### src/rtl/epd_pkg.sv
// Shared constants and types for the e-paper panel responder model.
// Command codes, busy-counter sizing and the bundle of synchronized panel pins.
package epd_pkg;

  localparam logic [7:0] CMD_SWRESET   = 8'h12;
  localparam logic [7:0] CMD_ACTIVATE  = 8'h20;
  localparam logic [7:0] CMD_WRITE_RAM = 8'h24;

  localparam int BUSY_CNT_W = 32;

  localparam logic [BUSY_CNT_W-1:0] DEF_BUSY_CYCLES     = 32'd1000;
  localparam logic [BUSY_CNT_W-1:0] DEF_RST_BUSY_CYCLES = 32'd200;

  typedef struct packed {
    logic sclk;
    logic mosi;
    logic cs_n;
    logic dc;
    logic rst_n;
  } epd_pins_t;

  // Idle levels: chip deselected and panel out of reset, so no edge fires on reset release.
  localparam epd_pins_t PINS_IDLE = '{sclk: 1'b0, mosi: 1'b0, cs_n: 1'b1, dc: 1'b0, rst_n: 1'b1};

  function automatic logic [BUSY_CNT_W-1:0] busy_max(input logic [BUSY_CNT_W-1:0] a,
                                                     input logic [BUSY_CNT_W-1:0] b);
    return (a > b) ? a : b;
  endfunction

endpackage

### src/rtl/epd_in_sync.sv
// Two-flop synchronizer for a bundle of asynchronous inputs, followed by a
// registered level plus registered rising/falling edge strobes that are mutually aligned.
module epd_in_sync #(
  parameter int           W       = 1,
  parameter logic [W-1:0] RST_VAL = '0
) (
  input  logic         clk,
  input  logic         reset_n,
  input  logic [W-1:0] din,
  output logic [W-1:0] lvl,
  output logic [W-1:0] rise,
  output logic [W-1:0] fall
);

  logic [W-1:0] meta_q, meta_d;
  logic [W-1:0] sync_q, sync_d;
  logic [W-1:0] prev_q, prev_d;
  logic [W-1:0] rise_q, rise_d;
  logic [W-1:0] fall_q, fall_d;

  always_comb begin
    meta_d = din;
    sync_d = meta_q;
    prev_d = sync_q;
    rise_d = sync_q & ~prev_q;
    fall_d = ~sync_q & prev_q;
  end

  always_ff @(posedge clk or negedge reset_n) begin
    if (!reset_n) begin
      meta_q <= RST_VAL;
      sync_q <= RST_VAL;
      prev_q <= RST_VAL;
      rise_q <= '0;
      fall_q <= '0;
    end else begin
      meta_q <= meta_d;
      sync_q <= sync_d;
      prev_q <= prev_d;
      rise_q <= rise_d;
      fall_q <= fall_d;
    end
  end

  // prev_q carries the level that the edge strobes were computed against,
  // so a data bit sampled on a rise strobe is the value present at that SCLK edge.
  assign lvl  = prev_q;
  assign rise = rise_q;
  assign fall = fall_q;

endmodule

### src/rtl/epd_panel_responder.sv
// Panel-side model of the EPD 4-wire SPI + BUSY interface: deserializes bytes,
// tags them command/data via DC and holds BUSY for programmed durations.
module epd_panel_responder #(
  parameter logic [31:0] BUSY_CYCLES     = epd_pkg::DEF_BUSY_CYCLES,
  parameter logic [31:0] RST_BUSY_CYCLES = epd_pkg::DEF_RST_BUSY_CYCLES,
  parameter logic [7:0]  CMD_SWRESET     = epd_pkg::CMD_SWRESET,
  parameter logic [7:0]  CMD_ACTIVATE    = epd_pkg::CMD_ACTIVATE
) (
  input  logic        clk,
  input  logic        reset_n,
  input  logic        spi_sclk,
  input  logic        spi_mosi,
  input  logic        spi_cs_n,
  input  logic        epd_dc,
  input  logic        epd_rst_n,
  output logic        epd_busy,
  output logic        byte_valid,
  output logic [7:0]  byte_data,
  output logic        byte_is_cmd,
  output logic [15:0] cmd_count
);

  import epd_pkg::*;

  epd_pins_t pins_raw, pins_lvl, pins_rise, pins_fall;

  assign pins_raw = '{sclk: spi_sclk, mosi: spi_mosi, cs_n: spi_cs_n, dc: epd_dc, rst_n: epd_rst_n};

  epd_in_sync #(
    .W       ($bits(epd_pins_t)),
    .RST_VAL (PINS_IDLE)
  ) u_in_sync (
    .clk     (clk),
    .reset_n (reset_n),
    .din     (pins_raw),
    .lvl     (pins_lvl),
    .rise    (pins_rise),
    .fall    (pins_fall)
  );

  logic unused_edges;
  assign unused_edges = ^{pins_fall, pins_rise.mosi, pins_rise.cs_n, pins_rise.dc};

  logic [6:0]            shreg_q,       shreg_d;
  logic [2:0]            bit_cnt_q,     bit_cnt_d;
  logic                  byte_valid_q,  byte_valid_d;
  logic [7:0]            byte_data_q,   byte_data_d;
  logic                  byte_is_cmd_q, byte_is_cmd_d;
  logic [15:0]           cmd_count_q,   cmd_count_d;
  logic [BUSY_CNT_W-1:0] busy_cnt_q,    busy_cnt_d;

  logic panel_in_reset;
  logic trig_load;
  logic rst_load;

  always_comb begin
    shreg_d       = shreg_q;
    bit_cnt_d     = bit_cnt_q;
    byte_valid_d  = 1'b0;
    byte_data_d   = byte_data_q;
    byte_is_cmd_d = byte_is_cmd_q;
    cmd_count_d   = cmd_count_q;
    busy_cnt_d    = busy_cnt_q;

    panel_in_reset = ~pins_lvl.rst_n;
    rst_load       = pins_rise.rst_n;
    trig_load      = byte_valid_q & byte_is_cmd_q &
                     ((byte_data_q == CMD_SWRESET) || (byte_data_q == CMD_ACTIVATE));

    if (panel_in_reset || pins_lvl.cs_n) begin
      shreg_d   = '0;
      bit_cnt_d = '0;
    end else if (pins_rise.sclk) begin
      shreg_d   = {shreg_q[5:0], pins_lvl.mosi};
      bit_cnt_d = bit_cnt_q + 3'd1;
      if (bit_cnt_q == 3'd7) begin
        byte_valid_d  = 1'b1;
        byte_data_d   = {shreg_q, pins_lvl.mosi};
        byte_is_cmd_d = ~pins_lvl.dc;
        if (!pins_lvl.dc) begin
          cmd_count_d = cmd_count_q + 16'd1;
        end
      end
    end

    if (trig_load && rst_load) begin
      busy_cnt_d = busy_max(BUSY_CYCLES, RST_BUSY_CYCLES);
    end else if (trig_load) begin
      busy_cnt_d = BUSY_CYCLES;
    end else if (rst_load) begin
      busy_cnt_d = RST_BUSY_CYCLES;
    end else if (busy_cnt_q != '0) begin
      busy_cnt_d = busy_cnt_q - BUSY_CNT_W'(1);
    end
  end

  always_ff @(posedge clk or negedge reset_n) begin
    if (!reset_n) begin
      shreg_q       <= '0;
      bit_cnt_q     <= '0;
      byte_valid_q  <= 1'b0;
      byte_data_q   <= '0;
      byte_is_cmd_q <= 1'b0;
      cmd_count_q   <= '0;
      busy_cnt_q    <= '0;
    end else begin
      shreg_q       <= shreg_d;
      bit_cnt_q     <= bit_cnt_d;
      byte_valid_q  <= byte_valid_d;
      byte_data_q   <= byte_data_d;
      byte_is_cmd_q <= byte_is_cmd_d;
      cmd_count_q   <= cmd_count_d;
      busy_cnt_q    <= busy_cnt_d;
    end
  end

  // The release strobe keeps BUSY up for the one cycle before the reset load lands in the counter.
  assign epd_busy    = (busy_cnt_q != '0) | ~pins_lvl.rst_n | pins_rise.rst_n;
  assign byte_valid  = byte_valid_q;
  assign byte_data   = byte_data_q;
  assign byte_is_cmd = byte_is_cmd_q;
  assign cmd_count   = cmd_count_q;

endmodule
### config.mk
export PLATFORM = sky130hd
export DESIGN_NAME = epd_panel_responder
export DESIGN_NICKNAME = d
export VERILOG_FILES = /design/src/rtl/epd_pkg.sv /design/src/rtl/epd_in_sync.sv /design/src/rtl/epd_panel_responder.sv
export SDC_FILE = /design/constraint.sdc
export NUM_CORES = 1
export LEC_CHECK = 0
export ABC_AREA = 0
export CAP_MARGIN = 20
export CORE_ASPECT_RATIO = 1.1
export CORE_MARGIN = 2
export CORE_UTILIZATION = 24
export CTS_BUF_LIST = sky130_fd_sc_hd__clkbuf_8
export DETAILED_ROUTE_END_ITERATION = 16
export PLACE_DENSITY = 0.36
export SLEW_MARGIN = 10
export SYNTH_ARGS = -nofsm -noshare
export SYNTH_HDL_FRONTEND = slang
export SYNTH_SLANG_ARGS = --single-unit
### constraint.sdc
create_clock -name clk -period 5.8 [get_ports clk]
set_input_delay 1.16 -clock clk [delete_from_list [all_inputs] [get_ports clk]]
set_output_delay 1.16 -clock clk [all_outputs]
set_load 0.02 [all_outputs]
==> results.sh, run 1 <==
export IMPL_routabilityCongestion=0.6840
export IMPL_async_flop_share=1.000
export IMPL_antenna_left=0
export IMPL_placed_cell_area_um2=4313
export IMPL_cts_buffer_depth=2
export IMPL_cts_htree_levels=3
export IMPL_cp_max_fo=8
export IMPL_rows=48
export IMPL_power_leakage_nw=1.956
export IMPL_fill_cells=1606
export IMPL_dp_hpwl_um=5307
export IMPL_fmax_ghz=0.2301
export IMPL_grt_pass1_wl_um=14090
export IMPL_wl_um=8064
export IMPL_die_area_um2=16800
export IMPL_clkSinkCount=85
export IMPL_dpl_worst_slack_ns=1.859
export IMPL_critPathLaunchType="flop"
export IMPL_finalHoldViolations=0
export IMPL_worstMarginPinSlew_ns=0.9593
export IMPL_cp_arrival_ns=3.19
export IMPL_antenna_found_initial=0
export IMPL_critPathKind="reg -> out"
export IMPL_cts_made_buffers=9
export IMPL_finClkSkew_ns=0.007241
export IMPL_crit_path_end_kind="output pin"
export IMPL_fin_area_um2=4548
export IMPL_first_global_vias=2699
export IMPL_drt_iter0_markers=125
export IMPL_chipWidth_um=123.8
export IMPL_fp_dieH_um=135.7
export IMPL_postSynthCellCount=341
export IMPL_required_ns=4.64
export IMPL_status="finished, final reports clean"
export IMPL_slew_headroom=0.3605
export IMPL_clock_root_buffer="clkbuf_8"
export IMPL_avgSynthCellArea_um2=11.10
export IMPL_dr_total_vias=2680
export IMPL_rsz0062_at_grt="false"
export IMPL_power_density_nw_per_um2=272.8
export IMPL_gr_total_overflow=0
export IMPL_setup_tns_ns=0
export IMPL_grt_max_degree=75
export IMPL_nNetsFinal=387
export IMPL_min_path_type="reg -> reg"
export IMPL_cts_tree="done"
export IMPL_antenna_cells=0
export IMPL_pin_count=34
export IMPL_ys_seq_area_frac=0.5638
export IMPL_port_buffers=33
export IMPL_initial_core_util=0.2434
export IMPL_syn_nets=352
export IMPL_wl_per_cell_um=13.88
export IMPL_min_period_over_period=0.7493
export IMPL_synth_edff_count=0
export IMPL_cap_viol_max_count=0
export IMPL_grtUsageTotal=0.1095
export IMPL_max_vdd_ir_drop_mv=0.1114
export IMPL_post_route_min_period_ns=4.346
export IMPL_post_cts_buffers=0
export IMPL_cts_resized=0
export IMPL_ys_warn_count=0
export IMPL_synth_main_ff_cell="dfrtp_1"
export IMPL_hold_buffers=0
export IMPL_hold_slack_ns=0.3573
export IMPL_drc=0
export IMPL_setup_violations=0
export IMPL_ys_ff_latch=85
export IMPL_drive_above_1_share=0.1286
export IMPL_syn2layout_area_growth_pct=20.13
export IMPL_via_per_inst=4.613
export IMPL_insertion_delay_ns=0.36
export IMPL_ys_types=50
export IMPL_synth_area_um2=3786
export IMPL_setup_ws_ns=1.454
export IMPL_maxSlewViolCount=0
export IMPL_dr_pass1_iters=4
export IMPL_design_core_area_um2=15550
export IMPL_path_clk_slew_ns=0.09
flip-flops by register name, summed over array words and instances, names as in the netlist:
name and flops:
u_in_sync.prev_d 5, shreg_q 7, u_in_sync.lvl 5, busy_cnt_q 32, byte_valid 1, u_in_sync.rise 2, byte_is_cmd 1, cmd_count 16
bit_cnt_q 3, u_in_sync.meta_q 5, byte_data 8
where the power goes:
| part | total, W | internal [W] | switching, W |
|---|---|---|---|
| sequential | 0.000655 | 0.000623 | 0.0000323 |
| clock | 0.000475 | 0.000254 | 0.000221 |
| combinational | 0.000111 | 0.0000456 | 0.0000653 |
critical path: stages, from the launching register on:
cell	delay (ns)
dfrtp_1	0.44
or4_1	0.62
or4_4	0.65
nor3_2	0.42
nand2_1	0.13
clkdlybuf4s50_1	0.56
metal layers:
layer | share of wire | global-route usage | vias to the layer above
li1 | - | - | 1310
met1 | 0.50 | 0.1505 | 1323
met5 | 0 | 0 | -
met2 | 0.44 | 0.1600 | 39
met3 | 0.041 | 0.03620 | 8
met4 | 0.014 | 0.03914 | 0
final timing paths:
check | from | end | slack [ns] | cells past startpoint
max | busy_cnt_q[12]$_DFFE_PN0P_ | epd_busy | 1.45 | 5
min | u_in_sync.prev_d[1]$_DFF_PN0_ | u_in_sync.lvl[1]$_DFF_PN0_ | 0.36 | 0
max reg2reg | u_in_sync.rise[4]$_DFF_PN0_ | cmd_count[13]$_DFFE_PN0P_ | 2.84 | 5
min reg2reg | u_in_sync.prev_d[1]$_DFF_PN0_ | u_in_sync.lvl[1]$_DFF_PN0_ | 0.36 | 0
max in group asynchronous | reset_n | u_in_sync.lvl[4]$_DFF_PN0_ | 4.01 | 2
min in group asynchronous | reset_n | byte_data[7]$_DFFE_PN0P_ | 0.62 | 1
synthesized netlist by cell type, types with 2 or more instances:
cell type	n	share of area
buf_1	2	0.0020
xnor2_1	11	0.025
o31ai_1	13	0.026
nor4_1	5	0.0083
a21oi_1	13	0.017
clkbuf_1	6	0.0059
nand3_1	12	0.016
and4_1	2	0.0046
nand2_1	39	0.039
inv_1	4	0.0040
or2_2	8	0.013
nor4b_1	2	0.0046
nor2b_1	4	0.0066
o21ai_0	6	0.0079
a31oi_1	3	0.0050
or4_1	14	0.028
ha_1	4	0.013
or3_1	19	0.031
buf_2	2	0.0026
dfstp_2	6	0.042
nand4_1	3	0.0050
and3_1	2	0.0033
dfrtp_1	79	0.52
nor2_1	24	0.024
nor3_1	6	0.0079
o21ai_2	2	0.0046
o41ai_1	4	0.0093
o41ai_2	2	0.0086
xor2_1	9	0.021
a21oi_2	6	0.014
mux2i_1	10	0.026
through the flow:
stage,instances,util,power [W]
floorplan,341,-,0.0007369
global route,581,0.2924,0.001314
detailed placement,564,0.2773,0.0007797
global placement,564,0.2773,0.0007783
CTS,580,0.2917,0.001272
finish,581,0.2924,0.001241
cell type report:
| cell class | instances | area (um2) | area share |
|---|---|---|---|
| clock inverter | 6 | 86.33 | 0.01898 |
| timing repair buffer | 36 | 354.1 | 0.07785 |
| multi-input combinational | 239 | 1567 | 0.3444 |
| inverter | 5 | 18.77 | 0.004127 |
| sequential | 85 | 2135 | 0.4693 |
| tap | 200 | 250.2 | 0.05502 |
| clock buffer | 10 | 137.6 | 0.03026 |
logic make-up after synthesis:
kind of cell               after synthesis  share of synthesized area
xor gates and xnor gates                20                    0.04627
muxes                                   11                    0.02941
AOI/OAI and AO/OA                       55                     0.1094
adders and majority gates                4                    0.01322
buffers and inverters                   17                    0.02247
and+or+nand+nor                        149                     0.2155
DFF                                     85                     0.5638
cells in the final DEF, fill, tap and decap left out, types with 8 or more instances in the layout:
cell and n:
a21oi_1 13, clkbuf_8 10, clkdlybuf4s50_1 32, dfrtp_1 79
mux2i_1 10, nand2_1 39, nand3_1 12, nor2_1 24
o31ai_1 13, or2_2 8, or3_1 19, or4_1 14
xnor2_1 11, xor2_1 9
Note: power is estimated with default switching activity, not from simulation.
==> run 2: changes to the inputs <==
==> constraint.sdc (replaced) <==
create_clock -name clk -period 4.32 [get_ports clk]
set_input_delay 0.864 -clock clk [delete_from_list [all_inputs] [get_ports clk]]
set_output_delay 0.864 -clock clk [all_outputs]
set_load 0.02 [all_outputs]
==> run 2 against run 1 <==
  * Clock power up 57%
  * Count of clock-buffer cells in the layout down 1
  * Die area unchanged
  * Highest routed layer unchanged
==> results.sh, run 2 (synthesis results as in run 1) <==
export IMPL_cts_tree="done"
export IMPL_seq_area_um2=2135
export IMPL_internal_power_w=0.001339
export IMPL_worstMarginPinSlew_ns=0.9066
export IMPL_antenna_cells=0
export IMPL_crit_path_end_kind="output pin"
export IMPL_dp_hpwl_um=5366
export IMPL_cp_max_fo=8
export IMPL_port_buffers=33
export IMPL_critPathLaunchType="flop"
export IMPL_cts_buffer_depth=2
export IMPL_use_met3=0.02483
export IMPL_instances_no_fill=585
export IMPL_gr_total_overflow=0
export IMPL_grt_use_met2=0.1569
export IMPL_first_global_vias=2639
export IMPL_hp_start="u_in_sync.prev_d[2]$_DFF_PN1_"
export IMPL_power_leakage_nw=1.998
export IMPL_rsz0062_at_grt="false"
export IMPL_cts_htree_levels=3
export IMPL_clock_root_buffer="clkbuf_8"
export IMPL_grt_busiest_layer="met2"
export IMPL_worst_r2r_endpoint="busy_cnt_q[31]$_DFFE_PN0P_"
export IMPL_drive_above_1_share=0.1351
export IMPL_antenna_found_initial=0
export IMPL_cap_viol_max_count=0
export IMPL_syn2layout_area_growth_pct=21.74
export IMPL_pin_count=34
export IMPL_final_cell_mix="79 x dfrtp_1, 39 x nand2_1, 32 x clkdlybuf4s50_1, 24 x nor2_1, 19 x or3_1"
export IMPL_via_per_inst=4.579
export IMPL_rows=48
export IMPL_hold_buffers=0
export IMPL_die_area_um2=16800
export IMPL_wl_um=8172
export IMPL_insertion_delay_ns=0.37
export IMPL_initial_core_util=0.2434
export IMPL_p_clk_frac=0.421
export IMPL_grtUsageTotal=0.1088
export IMPL_chipWidth_um=123.8
export IMPL_cts_resized=0
export IMPL_wl_per_cell_um=13.97
export IMPL_critPathKind="reg -> out"
export IMPL_combPwrFrac=0.083
export IMPL_design_core_area_um2=15550
export IMPL_nNetsFinal=391
export IMPL_routabilityCongestion=0.6968
export IMPL_post_route_min_period_ns=3.840
export IMPL_hold_path_endpoint="u_in_sync.lvl[2]$_DFF_PN1_"
export IMPL_power_density_nw_per_um2=384.8
export IMPL_maxSlewViolCount=0
export IMPL_setup_tns_ns=0
export IMPL_cts_made_buffers=9
export IMPL_multi_input_area_um2=1567
export IMPL_status="finished, final reports clean"
export IMPL_hold_depth=0
export IMPL_gr_usage_met1=0.1509
export IMPL_min_period_over_period=0.8889
export IMPL_fp_dieH_um=135.7
export IMPL_r2r_cells=6
export IMPL_dp_cells=568
export IMPL_largest_reg_flops=32
export IMPL_slew_headroom=0.3956
export IMPL_fmax_ghz=0.2604
export IMPL_min_path_type="reg -> reg"
export IMPL_grt_pass1_wl_um=14000
export IMPL_path_clk_slew_ns=0.09
export IMPL_antenna_left=0
export IMPL_required_ns=3.46
export IMPL_power_frac_seq=0.496
export IMPL_dr_pass1_iters=6
export IMPL_finalHoldViolations=0
export IMPL_cp_arrival_ns=2.98
export IMPL_grt_max_degree=69
export IMPL_reg2reg_from="busy_cnt_q[12]$_DFFE_PN0P_"
export IMPL_max_vdd_ir_drop_mv=0.1549
export IMPL_drt_iter0_markers=146
export IMPL_p_sw_w=0.0004347
export IMPL_finClkSkew_ns=0.008884
export IMPL_p_sw_frac=0.2451
export IMPL_dr_total_vias=2679
export IMPL_setup_violations=0
export IMPL_final_common_cell="dfrtp_1"
export IMPL_post_cts_buffers=0
export IMPL_drc=0
export IMPL_r2r_setup_slack_ns=1.43
export IMPL_regMostFlops="busy_cnt_q"
export IMPL_clkSinkCount=85
export IMPL_fill_cells=1600
## run 2: cell types whose count changed in the layout (fill, tap and decap cells not counted)
cell,change
bufinv_16,+2
inv_6,+1
clkbuf_2,+1
clkbuf_8,-1
buf_6,-1
inv_1,+1
clkinvlp_4,-1
buf_4,+4
clkinv_2,-1
clkinv_4,-1
## run 2: layer usage
metal	routed length (um)	part of all wire	up-vias
li1	-	-	1319
met1	4170	0.51	1307
met2	3520	0.43	41
met3	294	0.036	12
met4	187	0.023	0
met5	0	0	-
## run 2: power by group through the flow
stage,clock (W),combinational (W),sequential (W)
after CTS,0.000780,0.000152,0.000881
after global placement,0,0.000152,0.000895
after floorplan,0,0.000108,0.000882
final,0.000746,0.000148,0.000880
after detailed placement,0,0.000151,0.000897
after global routing,0.000807,0.000173,0.000887
## run 2: worst max-delay path by stage
stage | start | to | depth (start not counted)
after detailed placement | busy_cnt_q[12]$_DFFE_PN0P_ | epd_busy | 6
final | busy_cnt_q[12]$_DFFE_PN0P_ | epd_busy | 6
after CTS | busy_cnt_q[12]$_DFFE_PN0P_ | epd_busy | 6
after global placement | busy_cnt_q[12]$_DFFE_PN0P_ | epd_busy | 6
after global routing | busy_cnt_q[12]$_DFFE_PN0P_ | epd_busy | 6
after floorplan | busy_cnt_q[12]$_DFFE_PN0P_ | epd_busy | 5
## run 2: cell type report
cell class / instances / area share
Tap cell: 200 / 0.05429
Multi-Input combinational cell: 239 / 0.3398
Clock buffer: 9 / 0.02687
Clock inverter: 7 / 0.02986
Inverter: 5 / 0.004072
Sequential cell: 85 / 0.4631
Timing Repair Buffer: 40 / 0.08198
## run 2: worst max-delay path: stages, from the launching register on
cell and delay, ns:
dfrtp_1 0.44, or4_1 0.62, or4_4 0.64, nor3_2 0.13
buf_4 0.18, nand2_1 0.06, clkdlybuf4s50_1 0.54
## run 2: per-stage QoR
| step | power [W] | utilization | hold WS, ns | area (um2) | setup WS [ns] |
|---|---|---|---|---|---|
| finish | 0.001774 | 0.2963 | 0.3528 | 4609 | 0.4798 |
| global route | 0.001867 | 0.2963 | 0.3617 | 4609 | 0.3352 |
| CTS | 0.001813 | 0.2960 | 0.3545 | 4604 | 0.4216 |
| detailed placement | 0.001048 | 0.2792 | 0.3356 | 4343 | 0.8559 |
| global placement | 0.001046 | 0.2792 | 0.3317 | 4343 | 0.8858 |
| floorplan | 0.0009894 | - | 0.3312 | 3786 | 1.368 |
==> run 3: changes to the inputs <==
--- a/config.mk
+++ b/config.mk
@@ -10,7 +10,8 @@
 export CORE_ASPECT_RATIO = 1.1
 export CORE_MARGIN = 2
 export CORE_UTILIZATION = 24
-export CTS_BUF_LIST = sky130_fd_sc_hd__clkbuf_8
+export CTS_BUF_LIST = sky130_fd_sc_hd__clkbuf_16
+export CTS_CLUSTER_DIAMETER = 60
 export DETAILED_ROUTE_END_ITERATION = 16
 export PLACE_DENSITY = 0.36
 export SLEW_MARGIN = 10
==> run 3 against run 2 <==
  * Flip-flop and latch count is the same
  * Hold slack lost 0.0061 ns
  * Fmax grew 0.88%
  * Sequential power is essentially flat
  * Combinational power is essentially flat
  * Clock skew shrank 0.0025 ns
  * Power grew 12%
  * First-iteration DRC count grew 14%
  * Critical path type unchanged
==> results.sh, run 3 (synthesis results as in run 1) <==
export IMPL_gr_total_overflow=0
export IMPL_insertion_delay_ns=0.34
export IMPL_cts_htree_levels=3
export IMPL_design_core_area_um2=15550
export IMPL_crit_path_end_kind="output pin"
export IMPL_dr_pass1_iters=6
export IMPL_antenna_found_initial=0
export IMPL_critPathLaunchType="flop"
export IMPL_fin_area_um2=4711
export IMPL_cp_max_fo=8
export IMPL_fp_dieH_um=135.7
export IMPL_hold_slack_ns=0.3467
export IMPL_pin_count=34
export IMPL_hp_start="u_in_sync.prev_d[1]$_DFF_PN0_"
export IMPL_post_cts_buffers=0
export IMPL_syn2layout_area_growth_pct=24.42
export IMPL_largest_reg_flops=32
export IMPL_cts_tree="done"
export IMPL_cap_viol_max_count=0
export IMPL_wl_per_cell_um=14.03
export IMPL_rows=48
export IMPL_finClkSkew_ns=0.006431
export IMPL_first_global_vias=2628
export IMPL_startpoint="busy_cnt_q[12]$_DFFE_PN0P_"
export IMPL_grt_max_degree=69
export IMPL_max_vdd_ir_drop_mv=0.1806
export IMPL_worstMarginPinSlew_ns=0.9064
export IMPL_path_clk_slew_ns=0.06
export IMPL_dr_total_vias=2683
export IMPL_post_route_min_period_ns=3.807
export IMPL_setup_tns_ns=0
export IMPL_required_ns=3.46
export IMPL_maxSlewViolCount=0
export IMPL_rsz0062_at_grt="false"
export IMPL_hold_buffers=0
export IMPL_dp_cells=568
export IMPL_placed_cell_area_um2=4343
export IMPL_cts_made_buffers=9
export IMPL_cp_arrival_ns=2.94
export IMPL_cts_resized=0
export IMPL_power_density_nw_per_um2=420.2
export IMPL_drt_iter0_markers=167
export IMPL_dp_hpwl_um=5366
export IMPL_totalPowerFinal_w=0.001979
export IMPL_critPathKind="reg -> out"
export IMPL_grtUsageTotal=0.1094
export IMPL_port_buffers=33
export IMPL_regMostFlops="busy_cnt_q"
export IMPL_grt_pass1_wl_um=14010
export IMPL_final_common_cell="dfrtp_1"
export IMPL_initial_core_util=0.2434
export IMPL_antenna_left=0
export IMPL_power_leakage_nw=2.044
export IMPL_cts_buffer_depth=2
export IMPL_clock_root_buffer="clkbuf_16"
export IMPL_clkSinkCount=85
export IMPL_min_path_type="reg -> reg"
export IMPL_drc=0
export IMPL_drive_above_1_share=0.1351
export IMPL_instances_no_fill=585
export IMPL_setup_violations=0
export IMPL_die_area_um2=16800
export IMPL_slew_headroom=0.3957
export IMPL_via_per_inst=4.586
export IMPL_wl_um=8206
export IMPL_fmax_ghz=0.2627
export IMPL_reg2reg_from="busy_cnt_q[12]$_DFFE_PN0P_"
export IMPL_chipWidth_um=123.8
export IMPL_finalHoldViolations=0
export IMPL_antenna_cells=0
export IMPL_final_cell_mix="79 x dfrtp_1, 39 x nand2_1, 32 x clkdlybuf4s50_1, 24 x nor2_1, 19 x or3_1"
export IMPL_nNetsFinal=391
export IMPL_status="finished, final reports clean"
export IMPL_min_period_over_period=0.8812
export IMPL_routabilityCongestion=0.6968
run 3: critical path: stages, from the launching register on:
cell	delay [ns]
dfrtp_1	0.44
or4_1	0.62
or4_4	0.64
nor3_2	0.13
buf_4	0.18
nand2_1	0.06
clkdlybuf4s50_1	0.54
run 3: final cells by class:
| type | count | area [um2] |
|---|---|---|
| Sequential cell | 85 | 2135 |
| Tap cell | 200 | 250.2 |
| Clock inverter | 7 | 137.6 |
| Clock buffer | 9 | 225.2 |
| Inverter | 5 | 18.77 |
| Timing Repair Buffer | 40 | 377.9 |
| Multi-Input combinational cell | 239 | 1567 |
| Fill cell | 1588 | 10840 |
run 3: final timing paths:
kind                                            endpoint  slack, ns  depth (start not counted)
max                                             epd_busy       0.51                          6
min                           u_in_sync.lvl[1]$_DFF_PN0_       0.35                          0
max reg2reg                   busy_cnt_q[31]$_DFFE_PN0P_       1.45                          6
min reg2reg                   u_in_sync.lvl[1]$_DFF_PN0_       0.35                          0
max in group asynchronous  u_in_sync.prev_d[2]$_DFF_PN1_       2.80                          2
min in group asynchronous       byte_data[2]$_DFFE_PN0P_       0.65                          1
run 3: per-layer routing:
metal  wire [um]  vias up  GRT usage
li1            -     1321          -
met1        4226     1311     0.1522
met2        3510       38     0.1554
met3         272       13    0.02483
met4         196        0    0.06061
met5           0        -          0
run 3: power by group:
part	internal, W	switching, W	total, W
Clock	0.000623	0.000327	0.000950
Sequential	0.000837	0.0000442	0.000881
Combinational	0.0000611	0.0000867	0.000148
Total	0.00152	0.000458	0.00198
run 3: per-stage QoR:
stage                       util  worst slack (ns)
after floorplan                -             1.368
final                     0.3028            0.5131
after global placement    0.2792            0.8858
after global routing      0.3028            0.3769
after detailed placement  0.2792            0.8559
after CTS                 0.3025            0.4628
